[config.mk]
export PLATFORM = sky130hd
export DESIGN_NAME = uart_rx
export DESIGN_NICKNAME = d
export VERILOG_FILES = /design/src/rtl/uart_rx.sv
export SDC_FILE = /design/constraint.sdc
export NUM_CORES = 1
export LEC_CHECK = 0
export ABC_CLOCK_PERIOD_IN_PS = 1600
export CORE_UTILIZATION = 55
export CTS_CLUSTER_DIAMETER = 40
export DETAILED_ROUTE_END_ITERATION = 16
export DONT_BUFFER_PORTS = 1
export HOLD_SLACK_MARGIN = 0.1
export PLACE_DENSITY = 0.78
export SYNTH_ARGS = -nofsm -noshare
export SYNTH_HDL_FRONTEND = slang
export SYNTH_SLANG_ARGS = --single-unit
[constraint.sdc]
create_clock -name clk -period 1.6 [get_ports clk]
set_clock_uncertainty 0.05 [all_clocks]
set_input_delay 0.16 -clock clk [delete_from_list [all_inputs] [get_ports clk]]
set_output_delay 0.16 -clock clk [all_outputs]
set_load 0.02 [all_outputs]
[src/rtl/uart_rx.sv]
// UART receiver: 2-flop input synchroniser, 16x-oversampled start/data/stop
// detection, single-cycle valid / frame_err pulses and break-condition hold-off.
module uart_rx #(
  parameter int DATA_BITS  = 8,
  parameter int OVERSAMPLE = 16
) (
  input  logic                 clk,
  input  logic                 rst_n,
  input  logic                 tick,
  input  logic                 rx,
  output logic [DATA_BITS-1:0] data,
  output logic                 valid,
  output logic                 frame_err,
  output logic                 busy
);

  localparam int CW = $clog2(OVERSAMPLE);
  localparam int BW = $clog2(DATA_BITS + 1);

  localparam logic [CW-1:0] CNT_MID   = CW'(OVERSAMPLE / 2 - 1);
  localparam logic [CW-1:0] CNT_END   = CW'(OVERSAMPLE - 1);
  localparam logic [BW-1:0] BITN_LAST = BW'(DATA_BITS - 1);

  typedef enum logic [2:0] {
    S_IDLE,
    S_START,
    S_DATA,
    S_STOP,
    S_BREAK
  } state_e;

  state_e                 state_q, state_d;
  logic [CW-1:0]          cnt_q, cnt_d;
  logic [BW-1:0]          bitn_q, bitn_d;
  logic [DATA_BITS-1:0]   shreg_q, shreg_d;
  logic [DATA_BITS-1:0]   data_q, data_d;
  logic                   valid_q, valid_d;
  logic                   ferr_q, ferr_d;
  logic                   rx_meta_q, rx_s_q;

  // Synchroniser resets to the idle-high line level so reset never looks like a start bit.
  // NOTE: sequential state uses non-blocking (<=) so every flop samples pre-edge values.
  always_ff @(posedge clk or negedge rst_n) begin
    if (!rst_n) begin
      rx_meta_q <= 1'b1;
      rx_s_q    <= 1'b1;
    end else begin
      rx_meta_q <= rx;
      rx_s_q    <= rx_meta_q;
    end
  end

  always_ff @(posedge clk or negedge rst_n) begin
    if (!rst_n) begin
      state_q <= S_IDLE;
      cnt_q   <= '0;
      bitn_q  <= '0;
      shreg_q <= '0;
      data_q  <= '0;
      valid_q <= 1'b0;
      ferr_q  <= 1'b0;
    end else begin
      state_q <= state_d;
      cnt_q   <= cnt_d;
      bitn_q  <= bitn_d;
      shreg_q <= shreg_d;
      data_q  <= data_d;
      valid_q <= valid_d;
      ferr_q  <= ferr_d;
    end
  end

  always_comb begin
    // NOTE: every output of this block gets a default first, so no path infers a latch.
    state_d = state_q;
    cnt_d   = cnt_q;
    bitn_d  = bitn_q;
    shreg_d = shreg_q;
    data_d  = data_q;
    valid_d = 1'b0;
    ferr_d  = 1'b0;

    if (tick) begin
      unique case (state_q)
        S_IDLE: begin
          if (!rx_s_q) begin
            state_d = S_START;
            cnt_d   = '0;
          end
        end

        S_START: begin
          if (cnt_q == CNT_MID) begin
            cnt_d = '0;
            if (!rx_s_q) begin
              state_d = S_DATA;
              bitn_d  = '0;
            end else begin
              state_d = S_IDLE;
            end
          end else begin
            cnt_d = cnt_q + CW'(1);
          end
        end

        S_DATA: begin
          if (cnt_q == CNT_END) begin
            shreg_d = {rx_s_q, shreg_q[DATA_BITS-1:1]};
            cnt_d   = '0;
            bitn_d  = bitn_q + BW'(1);
            if (bitn_q == BITN_LAST) state_d = S_STOP;
          end else begin
            cnt_d = cnt_q + CW'(1);
          end
        end

        S_STOP: begin
          if (cnt_q == CNT_END) begin
            cnt_d = '0;
            if (rx_s_q) begin
              data_d  = shreg_q;
              valid_d = 1'b1;
              state_d = S_IDLE;
            end else begin
              ferr_d  = 1'b1;
              state_d = S_BREAK;
            end
          end else begin
            cnt_d = cnt_q + CW'(1);
          end
        end

        // A held-low line must return high before another start bit is accepted.
        S_BREAK: begin
          if (rx_s_q) state_d = S_IDLE;
        end

        default: state_d = S_IDLE;
      endcase
    end
  end

  assign data      = data_q;
  assign valid     = valid_q;
  assign frame_err = ferr_q;
  assign busy      = (state_q != S_IDLE);

endmodule

==> impl_metrics.json, run 1 <==
{
  "avgRoutedWirePerCell_um": 17.71,
  "p_int_mw": 1.806,
  "ys_seq_elements": 31,
  "synth_commonest_cells": "dfrtp_1 (29), mux2_2 (16), inv_1 (5)",
  "drt-total-wl_um": 2976,
  "place_congestion": 0.8224,
  "cts_tree": "yes",
  "chipHeight_um": 52.77,
  "h-tree-depth": 2,
  "cts_buffers": 5,
  "regArea_um2": 778.2,
  "groute.usage.overall_pct": 24.41,
  "ys.warnings.count": 0,
  "p_leak_nw": 0.8523,
  "viasPerCell": 6.095,
  "ir_drop_uv": 1135,
  "p_seq_share_pct": 40.5,
  "num_rows": 18,
  "ys_types": 38,
  "start_kind": "flip-flop",
  "die_area_um2": 2785,
  "fmax_mhz": 608.0,
  "synth_area_leader_cell": "dfrtp_1",
  "violations": "negative setup slack",
  "postRouteAntennaNets": 0,
  "drc": 0,
  "drt_iter0_drc": 28,
  "final_area_um2": 1797,
  "worstHoldStart": "tick",
  "async_flop_share_pct": 100.0,
  "reg2reg_slack_ns": -0.04,
  "synth_cells": 112,
  "antenna_found_initial": 0,
  "drv_cap": 0,
  "synth_edf_count": 0,
  "p_sw_share_pct": 32.78,
  "die_w_um": 52.77,
  "cts.path.max_buffers": 2,
  "clkTransAtPathRegs_ns": 0.11,
  "num-fill-cells": 164,
  "post-route-period-util_pct": 102.8,
  "end_kind": "flip-flop",
  "fin_crit_ns": 1.645,
  "syn_nets": 118,
  "synth_seq_area_share_pct": 54.90,
  "grt_max_degree": 32,
  "status": "finished with violations",
  "hpwl_um": 1817,
  "clk_latency_ns": 0.35,
  "io_pins": 15,
  "via_count": 1024,
  "drt_first_pass_iters": 4,
  "multiInputGateArea_um2": 679.4,
  "layout.nets": 143,
  "tightestPinTransition_ns": 0.3634,
  "grt-ovfl-total": 0,
  "grt_pass1_wl_um": 4560,
  "ys.flop_type": "dfrtp_1",
  "cts-root-buf": "clkbuf_4",
  "relSlewSlack_pct": 75.42,
  "clockPowerShare_pct": 24.3,
  "worst-path-max-fanout": 4,
  "rsz0062_at_grt": "true",
  "syn_to_final_growth_pct": 26.74,
  "initial_core_util_pct": 57.75,
  "synth.area.top_cells": "dfrtp_1 (51%), mux2_2 (13%), dfstp_2 (3.7%), o2bb2ai_1 (2.5%), ha_1 (1.8%)",
  "grt_pass1_vias": 1004,
  "yosysMostFrequentCell": "dfrtp_1",
  "p_switching_mw": 0.8807,
  "fin_ws_ns": -0.04481,
  "cp.required_ns": 1.80,
  "powerDensity_nw_per_um2": 1495,
  "crit_type": "flip-flop to flip-flop",
  "drv_slew": 0,
  "post_dp_cell_area_um2": 1545,
  "synth.top_cell.area_share_pct": 51.19,
  "drive_gt1_share_pct": 42.75,
  "arrival_ns": 1.84,
  "hold_viol_final": 0,
  "syn-cell-area_um2": 1418,
  "portBuffers": 0,
  "cts_sinks": 31,
  "hold_class": "input port to flip-flop",
  "synth.avg_cell_area_um2": 12.66,
  "diodes": 0,
  "post-route-util_pct": 73.19,
  "core-area_um2": 2455,
  "finalSetupViolCount": 2,
  "combPwrFrac_pct": 35.2,
  "worstReg2RegStart": "state_q[1]$_DFFE_PN0P_",
  "cp-startpoint": "state_q[1]$_DFFE_PN0P_"
}
stage by stage:
stage | worst slack, ns | setup TNS [ns] | instances | power, mW | hold slack (ns)
after floorplan | -0.07140 | -0.07140 | 112 | 1.579 | -0.1856
after global placement | -0.06542 | -0.4973 | 152 | 1.785 | -0.1847
after detailed placement | -0.08865 | -0.7858 | 152 | 1.827 | -0.1848
after CTS | -0.04287 | -0.08892 | 166 | 2.560 | 0.1269
after global routing | -0.07796 | -0.3696 | 168 | 2.846 | 0.1214
final | -0.04481 | -0.07280 | 168 | 2.687 | 0.1368
cells by family after synthesis:
group,Yosys count,share of synthesized area [%]
mux,18,14.12
fa+ha+maj,2,1.765
flops,31,54.90
buf+inv,10,3.265
simple gates,29,14.48
compound gates,21,10.86
xor+xnor,1,0.6179
final timing paths:
kind                            cells past startpoint                    end
worst max-delay path                                3  bitn_q[2]$_DFFE_PN0P_
worst min-delay path                                3   cnt_q[3]$_DFFE_PN0P_
worst max register to register                      3  bitn_q[2]$_DFFE_PN0P_
worst min register to register                      0       rx_s_q$_DFF_PN1_
max in group asynchronous                           2       rx_s_q$_DFF_PN1_
min in group asynchronous                           2  bitn_q[2]$_DFFE_PN0P_
flip-flops by register name, indices dropped and copies added (netlist names):
register   flops
bitn_q         4
cnt_q          4
data           8
frame_err      1
rx_meta_q      1
rx_s_q         1
shreg_q        8
state_q        3
valid          1
placed cells by master (no fill, tap or decap), drive strengths merged, types with 2 or more instances in the layout:
cell type,count
nand4,2
and4b,2
and3,3
o2bb2ai,4
a21o,3
clkbuf,6
ha,2
nor2,6
a22o,2
nand3,3
nand4b,2
nor4bb,2
a21oi,4
nor3b,2
buf,19
mux2i,2
dfstp,2
dlygate4sd3,3
dfrtp,29
mux2,16
o21ai,2
inv,5
repair_timing:
action                                 in CTS  in global routing
setup buffers                               1                  2
endpoints found under the hold margin      38                  0
pin swaps                                   4                  6
gates cloned                                1                  0
resized for setup                           6                 13
hold buffers                                4                  0
setup endpoints to repair                  19                 24
per-layer routing:
| layer | vias up | part of all wire [%] | global-route usage (%) |
|---|---|---|---|
| met5 | - | 0 | 0 |
| met1 | 510 | 43 | 28.71 |
| met2 | 35 | 51 | 39.03 |
| met3 | 6 | 4.6 | 8.986 |
| li1 | 473 | - | - |
| met4 | 0 | 1.9 | 11.84 |
cell type report:
cell class | instances | share of cell area [%]
Sequential cell | 31 | 43.31
Multi-Input combinational cell | 72 | 37.81
Timing Repair Buffer | 22 | 10.93
Clock buffer | 6 | 2.855
Tap cell | 30 | 2.089
Clock inverter | 2 | 1.950
Inverter | 5 | 1.045
power groups by stage:
stage	Sequential [mW]	Clock, mW	Combinational (mW)
CTS	1.07	0.659	0.835
global placement	1.07	0	0.712
finish	1.09	0.653	0.947
floorplan	1.05	0	0.534
detailed placement	1.08	0	0.744
global route	1.11	0.701	1.04
critical path, cell delays in order, from the launching register on:
cell and delay [ns]:
dfrtp_1 0.44, or4b_4 0.52, a221o_1 0.34, a22o_1 0.21
No activity file was read; power rests on OpenSTA's default activity.
==> run 2: changes to the inputs <==
--- a/config.mk
+++ b/config.mk
@@ -11,7 +11,7 @@
 export DETAILED_ROUTE_END_ITERATION = 16
 export DONT_BUFFER_PORTS = 1
 export HOLD_SLACK_MARGIN = 0.1
-export PLACE_DENSITY = 0.78
+export PLACE_DENSITY = 0.73
 export SYNTH_ARGS = -nofsm -noshare
 export SYNTH_HDL_FRONTEND = slang
 export SYNTH_SLANG_ARGS = --single-unit
==> run 2 against run 1 <==
The run still ends with negative setup slack left. Routed wire length rose by 5.3%. Utilization rose by 0.51 points. Cell area rose by 0.70%. Critical endpoint unchanged. Largest cell class unchanged. Largest power group unchanged.
==> impl_metrics.json, run 2 (synthesis results as in run 1) <==
{
  "status": "finished with violations",
  "violations": "negative setup slack",
  "cts_buffers": 5,
  "r2r-end": "bitn_q[2]$_DFFE_PN0P_",
  "worst-r2r-cell-count": 3,
  "rsz0062_at_grt": "true",
  "viasPerCell": 6.024,
  "fin_cells": 169,
  "drt_first_pass_iters": 4,
  "grt_pass1_wl_um": 4781,
  "drt-total-wl_um": 3134,
  "drt_iter0_drc": 19,
  "clk_latency_ns": 0.34,
  "cp.required_ns": 1.79,
  "arrival_ns": 1.84,
  "drv_cap": 0,
  "grt-ovfl-total": 0,
  "h-tree-depth": 2,
  "hpwl_um": 1920,
  "relSlewSlack_pct": 66.65,
  "layout.nets": 144,
  "fmax_mhz": 606.0,
  "avgRoutedWirePerCell_um": 18.54,
  "initial_core_util_pct": 57.75,
  "hold_class": "input port to flip-flop",
  "ir_drop_uv": 1183,
  "die_area_um2": 2785,
  "p_leak_nw": 0.8615,
  "place_congestion": 0.8746,
  "power_mw": 2.671,
  "io_pins": 15,
  "dp.cells": 152,
  "worstHoldStart": "tick",
  "finalSetupTns_ns": -0.08802,
  "diodes": 0,
  "finalSetupViolCount": 3,
  "syn_to_final_growth_pct": 27.63,
  "drc": 0,
  "worst-path-max-fanout": 3,
  "reg2reg_slack_ns": -0.05,
  "clkTransAtPathRegs_ns": 0.10,
  "drv_slew": 0,
  "tightestPinTransition_ns": 0.4936,
  "final_cell_mix": "dfrtp_1 (29), buf_4 (14), mux2_2 (9), mux2_4 (7)",
  "grt_pass1_vias": 1028,
  "worstReg2RegStart": "state_q[1]$_DFFE_PN0P_",
  "via_count": 1018,
  "powerDensity_nw_per_um2": 1477,
  "worst_hold_path.endpoint": "cnt_q[3]$_DFFE_PN0P_",
  "grt_max_degree": 32,
  "portBuffers": 0,
  "mostFrequentLayoutCell": "dfrtp_1",
  "post-route-period-util_pct": 103.1,
  "end_kind": "flip-flop",
  "cts.path.max_buffers": 2,
  "start_kind": "flip-flop",
  "fin_ws_ns": -0.05029,
  "chipHeight_um": 52.77,
  "fin_crit_ns": 1.650,
  "die_w_um": 52.77,
  "num_rows": 18,
  "crit_type": "flip-flop to flip-flop",
  "antenna_found_initial": 0,
  "cts_tree": "yes",
  "hold_viol_final": 0,
  "cts-root-buf": "clkbuf_4",
  "groute.usage.overall_pct": 25.53,
  "whs_path_depth": 3,
  "cts_sinks": 31,
  "postRouteAntennaNets": 0,
  "drive_gt1_share_pct": 43.88,
  "core-area_um2": 2455
}
==> run 2: layer usage <==
layer / global-route usage, % / up-vias / routed length (um) / share of wire, %
met3: 8.986 / 12 / 100 / 3.2
met1: 28.92 / 511 / 1363 / 43
met4: 10.53 / 0 / 77 / 2.5
met2: 43.25 / 23 / 1593 / 51
li1: - / 472 / - / -
met5: 0 / - / 0 / 0
==> run 2: where the power goes <==
group          internal, mW  leakage [nW]  total, mW  switching, mW
Sequential            0.939         0.399       1.08          0.139
Combinational         0.488         0.414      0.953          0.465
Clock                 0.369        0.0482      0.640          0.272
Total                  1.80         0.862       2.67          0.876
==> run 2: stage by stage <==
step                hold slack (ns)  utilization (%)  setup slack [ns]  area [um^2]
finish                       0.1221            73.70          -0.05029         1809
global route                 0.1360            73.70          -0.09492         1809
CTS                          0.1111            70.69          -0.06158         1735
detailed placement          -0.1849            62.95           -0.1005         1545
global placement            -0.1848            62.95          -0.07394         1545
floorplan                   -0.1856                -          -0.07140         1423
==> run 2: worst max path at each step <==
stage	to	slack, ns	depth (start not counted)	start
2_1_floorplan	bitn_q[2]$_DFFE_PN0P_	-0.07	4	cnt_q[3]$_DFFE_PN0P_
3_3_place_gp	bitn_q[2]$_DFFE_PN0P_	-0.07	3	state_q[1]$_DFFE_PN0P_
3_5_place_dp	shreg_q[7]$_DFFE_PN0P_	-0.10	3	state_q[1]$_DFFE_PN0P_
4_1_cts	bitn_q[2]$_DFFE_PN0P_	-0.06	3	state_q[1]$_DFFE_PN0P_
5_1_grt	bitn_q[2]$_DFFE_PN0P_	-0.09	3	state_q[1]$_DFFE_PN0P_
6_report	bitn_q[2]$_DFFE_PN0P_	-0.05	3	state_q[1]$_DFFE_PN0P_
==> run 2: repair_timing <==
action,in CTS,in global routing
setup buffers,4,0
gates resized for setup,7,19
setup endpoints to repair,14,23
gates cloned,0,1
pin swaps,2,5
hold buffers,4,0
hold endpoints to repair,36,0
==> run 2: critical path, cell delays in order, from the launching register on <==
cell and delay (ns):
dfrtp_1 0.43, or4b_4 0.54, a221o_1 0.33, a22o_1 0.20
==> run 2: layout make-up <==
cell class                      count  area, um^2
Sequential cell                    31       778.2
Clock buffer                        6       51.30
Clock inverter                      2       35.03
Fill cell                         155       645.6
Inverter                            5       18.77
Timing Repair Buffer               23       211.5
Multi-Input combinational cell     72       676.9
Tap cell                           30       37.54
